--- src/rtl/run_control.sv ---
// Front-panel run control: debounces the run/step/speed buttons and drives the
// clock divider's halt/setFreq so a single step releases exactly one slow-clock edge.
module run_control #(
    parameter int DEBOUNCE_CYCLES = 50000,
    parameter int CNT_W           = 32
) (
    input  logic             clk,
    input  logic             reset,
    input  logic             btnRun,
    input  logic             btnStep,
    input  logic             btnSpeed,
    input  logic             reg1Hz,
    input  logic             cpuHalt,
    output logic             halt,
    output logic             setFreq,
    output logic [1:0]       runState,
    output logic [CNT_W-1:0] edgeCount
);

    // state      | meaning
    // STOPPED    | slow clock frozen, waiting for run or step
    // RUNNING    | slow clock free-running
    // STEP       | released, waiting for one reg1Hz rising edge
    // STEP_DRAIN | halt requested, waiting for reg1Hz to fall
    typedef enum logic [1:0] {
        STOPPED    = 2'b00,
        RUNNING    = 2'b01,
        STEP       = 2'b10,
        STEP_DRAIN = 2'b11
    } state_t;

    localparam int DB_W = (DEBOUNCE_CYCLES > 1) ? $clog2(DEBOUNCE_CYCLES) : 1;
    localparam logic [DB_W-1:0] DB_LAST = DB_W'(DEBOUNCE_CYCLES - 1);

    logic [2:0]      btn_raw;
    logic [2:0]      sync1;
    logic [2:0]      sync2;
    logic [2:0]      accepted;
    logic [DB_W-1:0] db_cnt [3];
    logic [2:0]      press;
    logic            r1d;
    logic            rise;
    state_t          state;

    assign btn_raw = {btnSpeed, btnStep, btnRun};

    // A press fires in the cycle before the accepted level flips, so the FSM
    // acts on the same edge that accepts the new level.
    always_comb begin
        press = '0;
        for (int i = 0; i < 3; i++) begin
            press[i] = sync2[i] & ~accepted[i] & (db_cnt[i] == DB_LAST);
        end
    end

    always_ff @(posedge clk) begin
        if (reset) begin
            sync1    <= '0;
            sync2    <= '0;
            accepted <= '0;
            for (int i = 0; i < 3; i++) begin
                db_cnt[i] <= '0;
            end
        end else begin
            sync1 <= btn_raw;
            sync2 <= sync1;
            for (int i = 0; i < 3; i++) begin
                if (sync2[i] != accepted[i]) begin
                    if (db_cnt[i] == DB_LAST) begin
                        accepted[i] <= sync2[i];
                        db_cnt[i]   <= '0;
                    end else begin
                        db_cnt[i] <= db_cnt[i] + 1'b1;
                    end
                end else begin
                    db_cnt[i] <= '0;
                end
            end
        end
    end

    assign rise = reg1Hz & ~r1d;

    always_ff @(posedge clk) begin
        if (reset) begin
            r1d       <= 1'b0;
            edgeCount <= '0;
        end else begin
            r1d <= reg1Hz;
            if (rise) begin
                edgeCount <= edgeCount + CNT_W'(1);
            end
        end
    end

    always_ff @(posedge clk) begin
        if (reset) begin
            setFreq <= 1'b0;
        end else if (press[2]) begin
            setFreq <= ~setFreq;
        end
    end

    // halt follows the state one cycle later, except cpuHalt raises it at once.
    always_ff @(posedge clk) begin
        if (reset) begin
            state <= STOPPED;
            halt  <= 1'b1;
        end else begin
            halt <= ~((state == RUNNING) || (state == STEP)) | cpuHalt;
            case (state)
                STOPPED: begin
                    if (!cpuHalt) begin
                        if (press[0]) begin
                            state <= RUNNING;
                        end else if (press[1]) begin
                            state <= STEP;
                        end
                    end
                end
                RUNNING: begin
                    if (press[0] || cpuHalt) begin
                        state <= STOPPED;
                    end
                end
                STEP: begin
                    if (cpuHalt) begin
                        state <= STOPPED;
                    end else if (rise) begin
                        state <= STEP_DRAIN;
                    end
                end
                STEP_DRAIN: begin
                    if (!reg1Hz) begin
                        state <= STOPPED;
                    end
                end
                default: state <= STOPPED;
            endcase
        end
    end

    assign runState = state;

endmodule

--- config.mk ---
export PLATFORM = sky130hd
export DESIGN_NAME = run_control
export DESIGN_NICKNAME = d
export VERILOG_FILES = /design/src/rtl/run_control.sv
export SDC_FILE = /design/constraint.sdc
export NUM_CORES = 1
export LEC_CHECK = 0
export BUFFER_PORTS_ARGS = -buffer_cell sky130_fd_sc_hd__buf_2
export CELL_PAD_IN_SITES_DETAIL_PLACEMENT = 1
export CELL_PAD_IN_SITES_GLOBAL_PLACEMENT = 2
export CORE_ASPECT_RATIO = 0.9
export CORE_MARGIN = 3
export CORE_UTILIZATION = 41
export DETAILED_ROUTE_END_ITERATION = 12
export PLACE_DENSITY = 0.88
export SYNTH_ARGS = -nofsm -noshare
export SYNTH_HDL_FRONTEND = slang
export SYNTH_SLANG_ARGS = --single-unit
--- constraint.sdc ---
create_clock -name clk -period 3.2 [get_ports clk]
set_input_delay 0.64 -clock clk [delete_from_list [all_inputs] [get_ports clk]]
set_output_delay 0.64 -clock clk [all_outputs]
set_load 0.05 [all_outputs]
### After elaboration in Yosys (flattened, before gate mapping)

Memory sizes are Yosys's and may differ from the RTL's.
Index checks and enable logic that the tools add are counted.

* bits in registers: 46
* bits in latches: 0
* bits in writable memories: 48
* ROM bits: 0
* input bits: 7
* output and inout port bits: 36
* word-level logic and storage cells: 111
* memories: 1

Memories
* db_cnt: depth 3, width 16, read ports 3, clocked after Yosys merged registers in 0, write ports 3, line 39 `logic [DB_W-1:0] db_cnt [3];`

* add/subtract/negate cells: 4
* multipliers: 0
* divide/modulo/power cells: 0
* $lt $le $gt $ge: 0
* equality and inequality tests: 14
* shift-type cells: 0
* multiplexer cells: 52
* bitwise operators: 23
* reduce and logical (&&, ||, !) cells: 7

Operator list (number)
* $mux W16: 9
* $add A16 B1 Y16 const B: 3
* $eq A16 B16 Y1 const B: 3
* $mux W1: 35
* $add A32 B1 Y32 const B: 1
* $mux W2: 7
* $or A1 B1 Y1: 10
* $pmux W2 S4: 1
* $and A1 B1 Y1: 7
* $ne A3 B3 Y1 const B: 2
* $not A1 Y1: 6
* $reduce_and A2 Y1: 3
* $reduce_and A5 Y1: 1
* $eq A2 B2 Y1 const B: 2
* $ne A2 B2 Y1 const B: 2
* $ne A1 B1 Y1: 3
* $eq A2 B1 Y1 const B: 1
* $logic_not A2 Y1: 1
* $logic_or A1 B1 Y1: 2
* $ne A2 B1 Y1 const B: 1

### Longest topological paths before layout

Gate-level depths: netlist of the first run.

* word-level depth: 8
* gate-level depth with buffers: 8
* mapped depth without buffers: 7

### Worst setup path after synthesis of the first run

Ideal clock, no wire load.

* path type: register -> register
* start: register edgeCount[0]
* end: register edgeCount[16]
* setup time: 0.128 ns
* data arrival time: 2.042 ns
* required time: 3.072 ns
* setup slack: 1.030 ns
* cell stages (with the launch flop): 7
* path buffers: 0
* clock period less this slack: 2.170 ns
* cells stage by stage: dfxtp_1 > ha_1 > nand4b_1 > nor4_1 > nand4_1 > xor2_1 > nor2_1

* longest elaborated chain between the ends: 1

RTL lines
* start, declared: line 17 `output logic [CNT_W-1:0] edgeCount`
* start signal, assigned: line 91 `edgeCount <= edgeCount + CNT_W'(1);`
* $add A32 B1 Y32: line 91

Every way passes these cells.
A chain may end at the register's enable or synchronous reset.

==> run metrics, run 1 <==
status complete, no violations; Via Count 3,499; vias in the first global route 3,778; die height 106 um; worst min path class reg2reg; CTS buffer count 9; final hold viol count 0; nets 574; critical path data required time 3380 ps; CP max FO 16; Avg Vias per Cell 4.94; sequential area share after synthesis 0.515; num ports 43; WL final 9750 um; layout cells sized above 1 0.121; clk_lat worst skew 340 ps; GRT Total Usage 0.169; pwr dens 459 mW/mm^2; htree depth 3; Setup crit end kind flip-flop; Setup Skew 6.54 ps; 1st-pass router iterations 4; final instance area 0.00544 mm^2; Die ar. 0.0125 mm^2; maximum root-to-sink buffer count 2; Sinks on Clock Net 94; grt total ovfl 0; Port Buffer Count 42; fin worst setup slack 1110 ps; Min Hold Slack 436 ps; post-route setup TNS 0 ps; Fillers 1,228; Layout area overhead 18.6%; HPWL Detailed 7290 um; global-route wire length before repair 17,500 um; Starting Density 0.434; Wirelength per Cell 13.8 um; Max VDD drop 0.237 mV; # rows 35; Max Slew Vio Count 0; DRC viols 0; Leak 2.09 nW; top cells by area, synth edfxtp_1 31%, dfxtp_1 20%, nor2_1 7.3%; synth unique cells 42; highest clock rate 0.478 GHz; Max-Cap Viols 0; root buffer cell clkbuf_16; Design Power 2.49 mW; postcts setup bufs 0; crit path launch type flip-flop; pre-CTS setup slack 1070 ps; final worst path period share 0.653; Synth Warn # 0; core area 0.0106 mm^2; RSZ-0062 raised after global routing no; initial DRC count 214; Final Core Density 0.515; cell count after synthesis 464; critical path arrival 2270 ps; Slew headroom 0.597; TritonCTS clock tree yes; GP Congestion 0.740; largest net degree at the start of global routing 42; critical path class reg2reg; Period minus WS final 2090 ps; hold_buf cts 0; top-area cell type share of the netlist area 0.314; final cell count without fillers 708; initial antenna violation count 0; Mapped Area 0.00459 mm^2; Diodes inserted 0; die width 117 um; Slew @ Worst Pin 599 ps; Clk pin slew, worst setup/hold paths 60 ps; Avg Cell Area, Syn 9.88 um^2; synthesis-stage register bit count 94; Resized Gates After CTS 0; Post-DP Area 0.00513 mm^2; DRT antenna net count 0; Final setup viols 0; post-synth top area cell edfxtp_1; placed cells 692
==> worst max-delay path: stages, from the launching register on <==
cell and delay [ps]:
edfxtp_1 440, ha_1 250, and3_1 210, and4_1 220, or3_1 580, a21oi_1 230
==> flip-flops by register name, summed over array words and instances (netlist names) <==
register,cells
sync1,3
sync2,3
halt,1
setFreq,1
r1d,1
runState,2
accepted,3
edgeCount,32
db_cnt,48
==> final cells by class <==
class	count	area, um^2	area share
timing repair buffer	45	233	0.0428
clock inverter	5	27.5	0.00506
inverter	11	41.3	0.00759
multi-input combinational	394	2310	0.425
clock buffer	11	275	0.0506
tap	148	185	0.0341
sequential	94	2360	0.435
==> routing by layer <==
| layer | GRT usage | wire (um) | vias to the layer above |
|---|---|---|---|
| met3 | 0.0367 | 276 | 12 |
| met4 | 0.0510 | 132 | 0 |
| met5 | 0 | 0 | - |
| met2 | 0.292 | 4670 | 38 |
| li1 | - | - | 1753 |
| met1 | 0.214 | 4670 | 1696 |
==> final timing paths <==
path	startpoint	endpoint	slack (ps)	depth (start not counted)
max reg2reg	db_cnt[2][0]	db_cnt[2][13]	1110	5
min reg2reg	sync1[2]	sync2[2]	440	1
min	sync1[2]	sync2[2]	440	1
max	db_cnt[2][0]	db_cnt[2][13]	1110	5
==> cell families after synthesis <==
logic type / share of synthesized area
buf+inv: 0.0191
fa+ha+maj: 0.0327
mux: 0.00464
xor+xnor: 0.124
compound gates: 0.0360
simple gates: 0.267
other cells: 0.000818
flops: 0.515
==> power breakdown <==
part / leakage [nW] / switching [mW] / internal, mW
Clock: 0.150 / 0.451 / 0.617
Combinational: 1.08 / 0.0603 / 0.0344
Sequential: 0.867 / 0.0343 / 1.30
==> cell usage after synthesis (all sizes together) <==
| library cell | n |
|---|---|
| and4b | 1 |
| edfxtp | 48 |
| nor4bb | 5 |
| a31oi | 1 |
| nand4 | 20 |
| a222oi | 1 |
| dfxtp | 46 |
| a41oi | 1 |
| mux2 | 1 |
| mux2i | 1 |
| nor2 | 89 |
| clkbuf | 9 |
| nor4b | 2 |
| nor4 | 6 |
| and4 | 4 |
| nand2 | 26 |
| ha | 12 |
| o21ai | 12 |
| xnor2 | 27 |
| nand2b | 2 |
| a21oi | 13 |
| nor3b | 1 |
| xor2 | 38 |
| or3 | 11 |
| o22ai | 1 |
| and3 | 16 |
| nor3 | 7 |
| nor2b | 11 |
| nand4b | 1 |
| conb | 1 |
| a211o | 1 |
| inv | 11 |
| buf | 3 |
| and2 | 3 |
| nand3 | 32 |
==> cell usage in the layout, fill, tap and decap left out, drive strengths merged, types with 4 or more instances in the layout <==
cell | Yosys | layout
and4 | 4 | 4
inv | 11 | 12
nor2 | 89 | 89
nand2 | 26 | 26
nand3 | 32 | 32
or3 | 11 | 11
nor2b | 11 | 11
and3 | 16 | 16
nor3 | 7 | 7
xnor2 | 27 | 27
edfxtp | 48 | 48
xor2 | 38 | 38
conb | 1 | 48
ha | 12 | 12
o21ai | 12 | 12
dfxtp | 46 | 46
buf | 3 | 45
a21oi | 13 | 13
clkbuf | 9 | 11
nor4bb | 5 | 5
nand4 | 20 | 20
nor4 | 6 | 6
Power figures use the tool's default switching activity.
==> run 2, diff against run 1 <==
CORE_UTILIZATION = 38   (was 41)
PLACE_DENSITY = 0.82   (was 0.88)
clock period = 2 ns   (was 3.2 ns; I/O delays follow)
==> run 2 against run 1 <==
Against the previous run: clock skew barely moved; final cell count is 3.5% higher; cell area rose by 3.7%; routed wire length is 4.6% higher; hold slack got worse by 160 ps; register-to-register slack got worse by 960 ps; sequential share of layout area shrank 1.3 points; clock power grew 64%; critical path type unchanged; highest routed layer unchanged.
==> run metrics, run 2 (synthesis gave the netlist of run 1 again) <==
status complete, no violations; most common cell after layout, fill and taps aside nor2_1; final hold viol count 0 (unchanged); 1st-pass router iterations 5 (+1); final cell count without fillers 733 (+3.5%); crit path launch type flip-flop; Hold Crit Depth 2 (+1); RSZ-0062 raised after global routing no; kind of cell adding the most delay to the critical path simple AND/OR/NAND/NOR gates; critical path class reg2reg; R2R Path End db_cnt[2][4]; Reg2Reg Setup Slack 150 ps (-960 ps); Diodes inserted 0 (unchanged); Final setup viols 0 (unchanged); root buffer cell clkbuf_16; Max VDD drop 0.485 mV (+100%); CP startpoint db_cnt[2][0]; Setup crit end kind flip-flop; GRT Total Usage 0.161 (-0.00840); Max Slew Vio Count 0 (unchanged); initial antenna violation count 0 (unchanged); Design Power 4.07 mW (+63%); Avg Vias per Cell 4.88 (-1.3%); max reg flops 48 (unchanged); post-route setup TNS 0 ps (unchanged); Min Hold Slack 273 ps (-163 ps); FF-to-FF Start db_cnt[2][0]; final worst path period share 0.925 (+0.271); TritonCTS clock tree yes; Leak 2.20 nW (+5.3%); CP bufs+invs 1 (+1); Die ar. 0.0134 mm^2 (+7.5%); Starting Density 0.395 (-0.0399); clk_lat worst skew 340 ps (about the same); HP Start btnRun; Clk pin slew, worst setup/hold paths 70 ps (about the same); Via Count 3,576 (+2.2%); GP Congestion 0.765 (+3.5%); Sinks on Clock Net 94 (unchanged); CP peak stage delay 460 ps (-120 ps); maximum root-to-sink buffer count 2 (unchanged); most frequent cells in the layout 89 x nor2_1, 48 x edfxtp_1, 48 x conb_1; die height 110 um (+3.7%); vias in the first global route 3,664 (-3.0%); fin worst setup slack 151 ps (-959 ps); critical path data required time 2190 ps (-1190 ps); # rows 37 (+5.7%); Port Buffer Count 42 (unchanged); CP max FO 16 (unchanged); Setup Skew 6.24 ps (-0.298 ps); pwr dens 721 mW/mm^2 (+57%); WHS Endpoint sync1[0]; initial DRC count 126 (-41%); WL final 10,200 um (+4.6%); num ports 43 (unchanged); biggest registers after layout db_cnt x48, edgeCount x32; critical path arrival 2040 ps (-230 ps); DRC viols 0 (unchanged); global-route wire length before repair 17,200 um (-1.8%); highest clock rate 0.541 GHz (+13%); CTS buffer count 9 (unchanged); Critical-path top delay cell edfxtp_1; Biggest register db_cnt; Period minus WS final 1850 ps (-241 ps); core area 0.0116 mm^2 (+10%); placed cells 717 (+3.6%); DRT antenna net count 0 (unchanged); Wirelength per Cell 13.9 um (+1.1%); Layout area overhead 23.0%; Reg2Reg Depth 6 (+1); HPWL Detailed 7600 um (+4.2%); die width 122 um (+3.7%); worst min path class in2reg; nets 591 (+3.0%); layout cells sized above 1 0.173 (+0.0519); grt total ovfl 0 (unchanged); pre-CTS setup slack 133 ps (-940 ps); largest net degree at the start of global routing 27 (-36%); crit-path cells ha_1, and3_1, and4_1, or3_1, buf_4, nor2_1; Fillers 1,372 (+12%); htree depth 3 (unchanged); Max-Cap Viols 0 (unchanged)
==> run 2: worst register-to-register path, delay by kind of cell (launching register included) <==
family / cells / cell delay [ps]
adders and majority gates: 1 / 260
buffers and inverters: 1 / 200
DFF: 1 / 460
and+or+nand+nor: 4 / 800
==> run 2: metal layers <==
metal / wire length [um] / vias up / track usage
met3: 437 / 6 / 0.0526
met4: 93 / 0 / 0.0408
met2: 4900 / 42 / 0.271
li1: - / 1793 / -
met5: 0 / - / 0
met1: 4770 / 1735 / 0.201
==> run 2: stage by stage <==
stage / instance area [um^2] / util
6_report: 5640 / 0.485
5_1_grt: 5640 / 0.485
4_1_cts: 5630 / 0.484
3_5_place_dp: 5320 / 0.458
3_3_place_gp: 5320 / 0.458
2_1_floorplan: 4780 / -
==> run 2: worst max path at each step <==
| stage | end | slack [ps] | cells past startpoint |
|---|---|---|---|
| final | db_cnt[2][4] | 150 | 6 |
| after detailed placement | runState[0] | 130 | 6 |
| after CTS | db_cnt[2][4] | 120 | 6 |
| after global routing | db_cnt[2][13] | 3 | 6 |
| after global placement | db_cnt[0][10] | 170 | 6 |
| after floorplan | edgeCount[30] | 3 | 6 |
==> run 2: what timing repair did <==
action | CTS | global route
buffers inserted | 0 | 0
resized for setup | 0 | 3
hold buffers | 0 | 0
setup endpoints to repair | 0 | 16
==> run 2: layout make-up <==
class / instances / area [um^2] / share of cell area
timing repair buffer: 62 / 385 / 0.0683
multi-input combinational: 394 / 2330 / 0.413
clock inverter: 5 / 55.1 / 0.00976
tap: 156 / 195 / 0.0346
sequential: 94 / 2380 / 0.422
clock buffer: 11 / 254 / 0.0450
inverter: 11 / 41.3 / 0.00732
==> run 2: where the power goes <==
part           internal (mW)  switching, mW  leakage, nW
sequential              2.08         0.0548        0.873
clock                   1.04          0.721        0.155
combinational         0.0663          0.102         1.17
total                   3.19          0.878         2.20
==> run 3, diff against run 2 <==
BUFFER_PORTS_ARGS = -buffer_cell sky130_fd_sc_hd__clkbuf_2   (was -buffer_cell sky130_fd_sc_hd__buf_2)
MAX_ROUTING_LAYER = met4   (was unset)
==> run 3 against run 2 <==
Against the previous run: maximum frequency down 2.4%; core utilization up 0.26 points; critical path depth unchanged; first-iteration DRC count up 11%; register-to-register slack worse by 50 ps; via count up 0.64%; combinational power about the same; hold slack worse by 5.4 ps; sequential cell count unchanged.
==> run metrics, run 3 (synthesis gave the netlist of run 1 again) <==
status complete, no violations; highest clock rate 0.528 GHz (-2.4%); clk_lat worst skew 350 ps (about the same); Period minus WS final 1890 ps (+45.4 ps); Fillers 1,373 (+0.073%); Sw Pwr 0.915 mW (+4.3%); Setup crit end kind flip-flop; max layer used met4; Leak 2.19 nW (-0.62%); Max Slew Vio Count 0 (unchanged); WL final 10,100 um (-0.93%); final instance area 0.00567 mm^2 (+0.53%); crit-path cells ha_1, and3_1, nand3_1, o22ai_1, o21ai_0, mux2_2; core area 0.0116 mm^2 (unchanged); Resized Gates After CTS 0 (unchanged); post-route setup TNS 0 ps (unchanged); FF-to-FF Start db_cnt[0][0]; # rows 37 (unchanged); Critical-path top delay cell edfxtp_1; num ports 43 (unchanged); Post-DP Area 0.00532 mm^2 (unchanged); most frequent cells in the layout 89 x nor2_1, 48 x edfxtp_1, 48 x conb_1; Port Buffer Count 42 (unchanged); htree depth 3 (unchanged); clock network power share 0.455 (+0.021); sequential cell area 0.00238 mm^2 (unchanged); final hold viol count 0 (unchanged); Avg Vias per Cell 4.91 (+0.64%); critical path arrival 2130 ps (+90 ps); Clk pin slew, worst setup/hold paths 70 ps (about the same); GRT Total Usage 0.166 (+0.00537); Max VDD drop 0.466 mV (-4.1%); vias in the first global route 3,695 (+0.85%); Final setup viols 0 (unchanged); internal cell power 3.30 mW (+3.4%); DRC viols 0 (unchanged); Die ar. 0.0134 mm^2 (unchanged); crit path launch type flip-flop; combinational share of power 0.039 (-0.002); 1st-pass router iterations 4 (-1); Wirelength per Cell 13.8 um (-0.93%); postcts setup bufs 0 (unchanged); pwr dens 743 mW/mm^2 (+3.0%); Layout area overhead 23.6%; die width 122 um (unchanged); sw frac 0.217 (+0.00141); WL met1 4720 um (-1.1%); R2R Path End runState[0]; sequential power share 0.506 (-0.018); CP max FO 3 (-13); global-route wire length before repair 17,300 um (+0.56%); Reg2Reg Depth 6 (unchanged); DRT antenna net count 0 (unchanged); critical path data required time 2230 ps (+40 ps); root buffer cell clkbuf_16; HPWL Detailed 7320 um (-3.7%); maximum root-to-sink buffer count 2 (unchanged); hold_buf cts 0 (unchanged); layout cells sized above 1 0.172 (-0.00173); biggest registers after layout db_cnt x48, edgeCount x32; metal3 WL 414 um (-5.3%); Setup Skew 7.87 ps (+1.63 ps); area of the multi-input gates 0.00232 mm^2 (-0.54%); grt total ovfl 0 (unchanged); RSZ-0062 raised after global routing no; Sinks on Clock Net 94 (unchanged); TritonCTS clock tree yes; routed length on met2 4830 um (-1.4%); initial DRC count 140 (+11%); CP peak stage delay 420 ps (-40 ps); die height 110 um (unchanged); Reg2Reg Setup Slack 110 ps (-50 ps); Max-Cap Viols 0 (unchanged); final worst path period share 0.947 (+0.0227); initial antenna violation count 0 (unchanged); largest net degree at the start of global routing 32 (+19%); worst min path class in2reg; CTS buffer count 9 (unchanged); most common cell after layout, fill and taps aside nor2_1; Starting Density 0.395 (unchanged); Biggest register db_cnt; CP endpoint runState[0]; GP Congestion 0.774 (+1.1%); Via Count 3,599 (+0.64%); Diodes inserted 0 (unchanged); max reg flops 48 (unchanged); critical path class reg2reg; CP startpoint db_cnt[0][0]; nets 591 (unchanged)
run 3: cell types whose count changed in the layout (fill, tap and decap cells not counted), moves of 2 or more:
cell and delta:
buf_2 -42, clkbuf_2 +42, clkbuf_16 +3, clkinv_2 -2, clkinv_4 +2
run 3: final cells by class:
cell class	count	area share
Multi-Input combinational cell	394	0.409
Timing Repair Buffer	62	0.0680
Clock inverter	3	0.00463
Clock buffer	13	0.0574
Sequential cell	94	0.419
Tap cell	156	0.0344
Inverter	11	0.00728
run 3: metal layers:
metal / GRT usage / up-vias
met5: - / -
met4: 0.0624 / 0
met3: 0.0429 / 11
met2: 0.267 / 42
met1: 0.204 / 1746
li1: - / 1800
run 3: worst min-delay path by stage:
| stage | start | to | slack [ps] | depth (start not counted) |
|---|---|---|---|---|
| 6_report | btnRun | sync1[0] | 270 | 2 |
| 5_1_grt | btnRun | sync1[0] | 270 | 2 |
| 4_1_cts | btnRun | sync1[0] | 260 | 2 |
| 3_5_place_dp | sync1[2] | sync2[2] | 440 | 1 |
| 3_3_place_gp | sync1[2] | sync2[2] | 440 | 1 |
| 2_1_floorplan | sync1[0] | sync2[0] | 410 | 1 |
run 3: through the flow:
stage                     hold WS, ps   util  std cells  setup WS, ps  power (mW)
after floorplan                   414      -        511          3.32        2.27
after global placement            438  0.458        717           184        2.33
after detailed placement          440  0.458        717           120        2.34
after CTS                         258  0.488        733           108        4.27
after global routing              274  0.488        733          23.1        4.37
final                             268  0.488        733           105        4.21
run 3: power groups by stage:
stage / Combinational (mW) / Sequential [mW] / Clock (mW)
after floorplan: 0.103 / 2.17 / 0
after global placement: 0.163 / 2.17 / 0
after detailed placement: 0.165 / 2.17 / 0
after CTS: 0.166 / 2.13 / 1.98
after global routing: 0.190 / 2.14 / 2.04
final: 0.166 / 2.13 / 1.91
run 3: critical path: cells and delay by family (launching register included):
| kind | cells | cell delay, ps |
|---|---|---|
| mux | 1 | 370 |
| compound gates | 2 | 420 |
| simple gates | 2 | 310 |
| fa+ha+maj | 1 | 260 |
| flops | 1 | 420 |
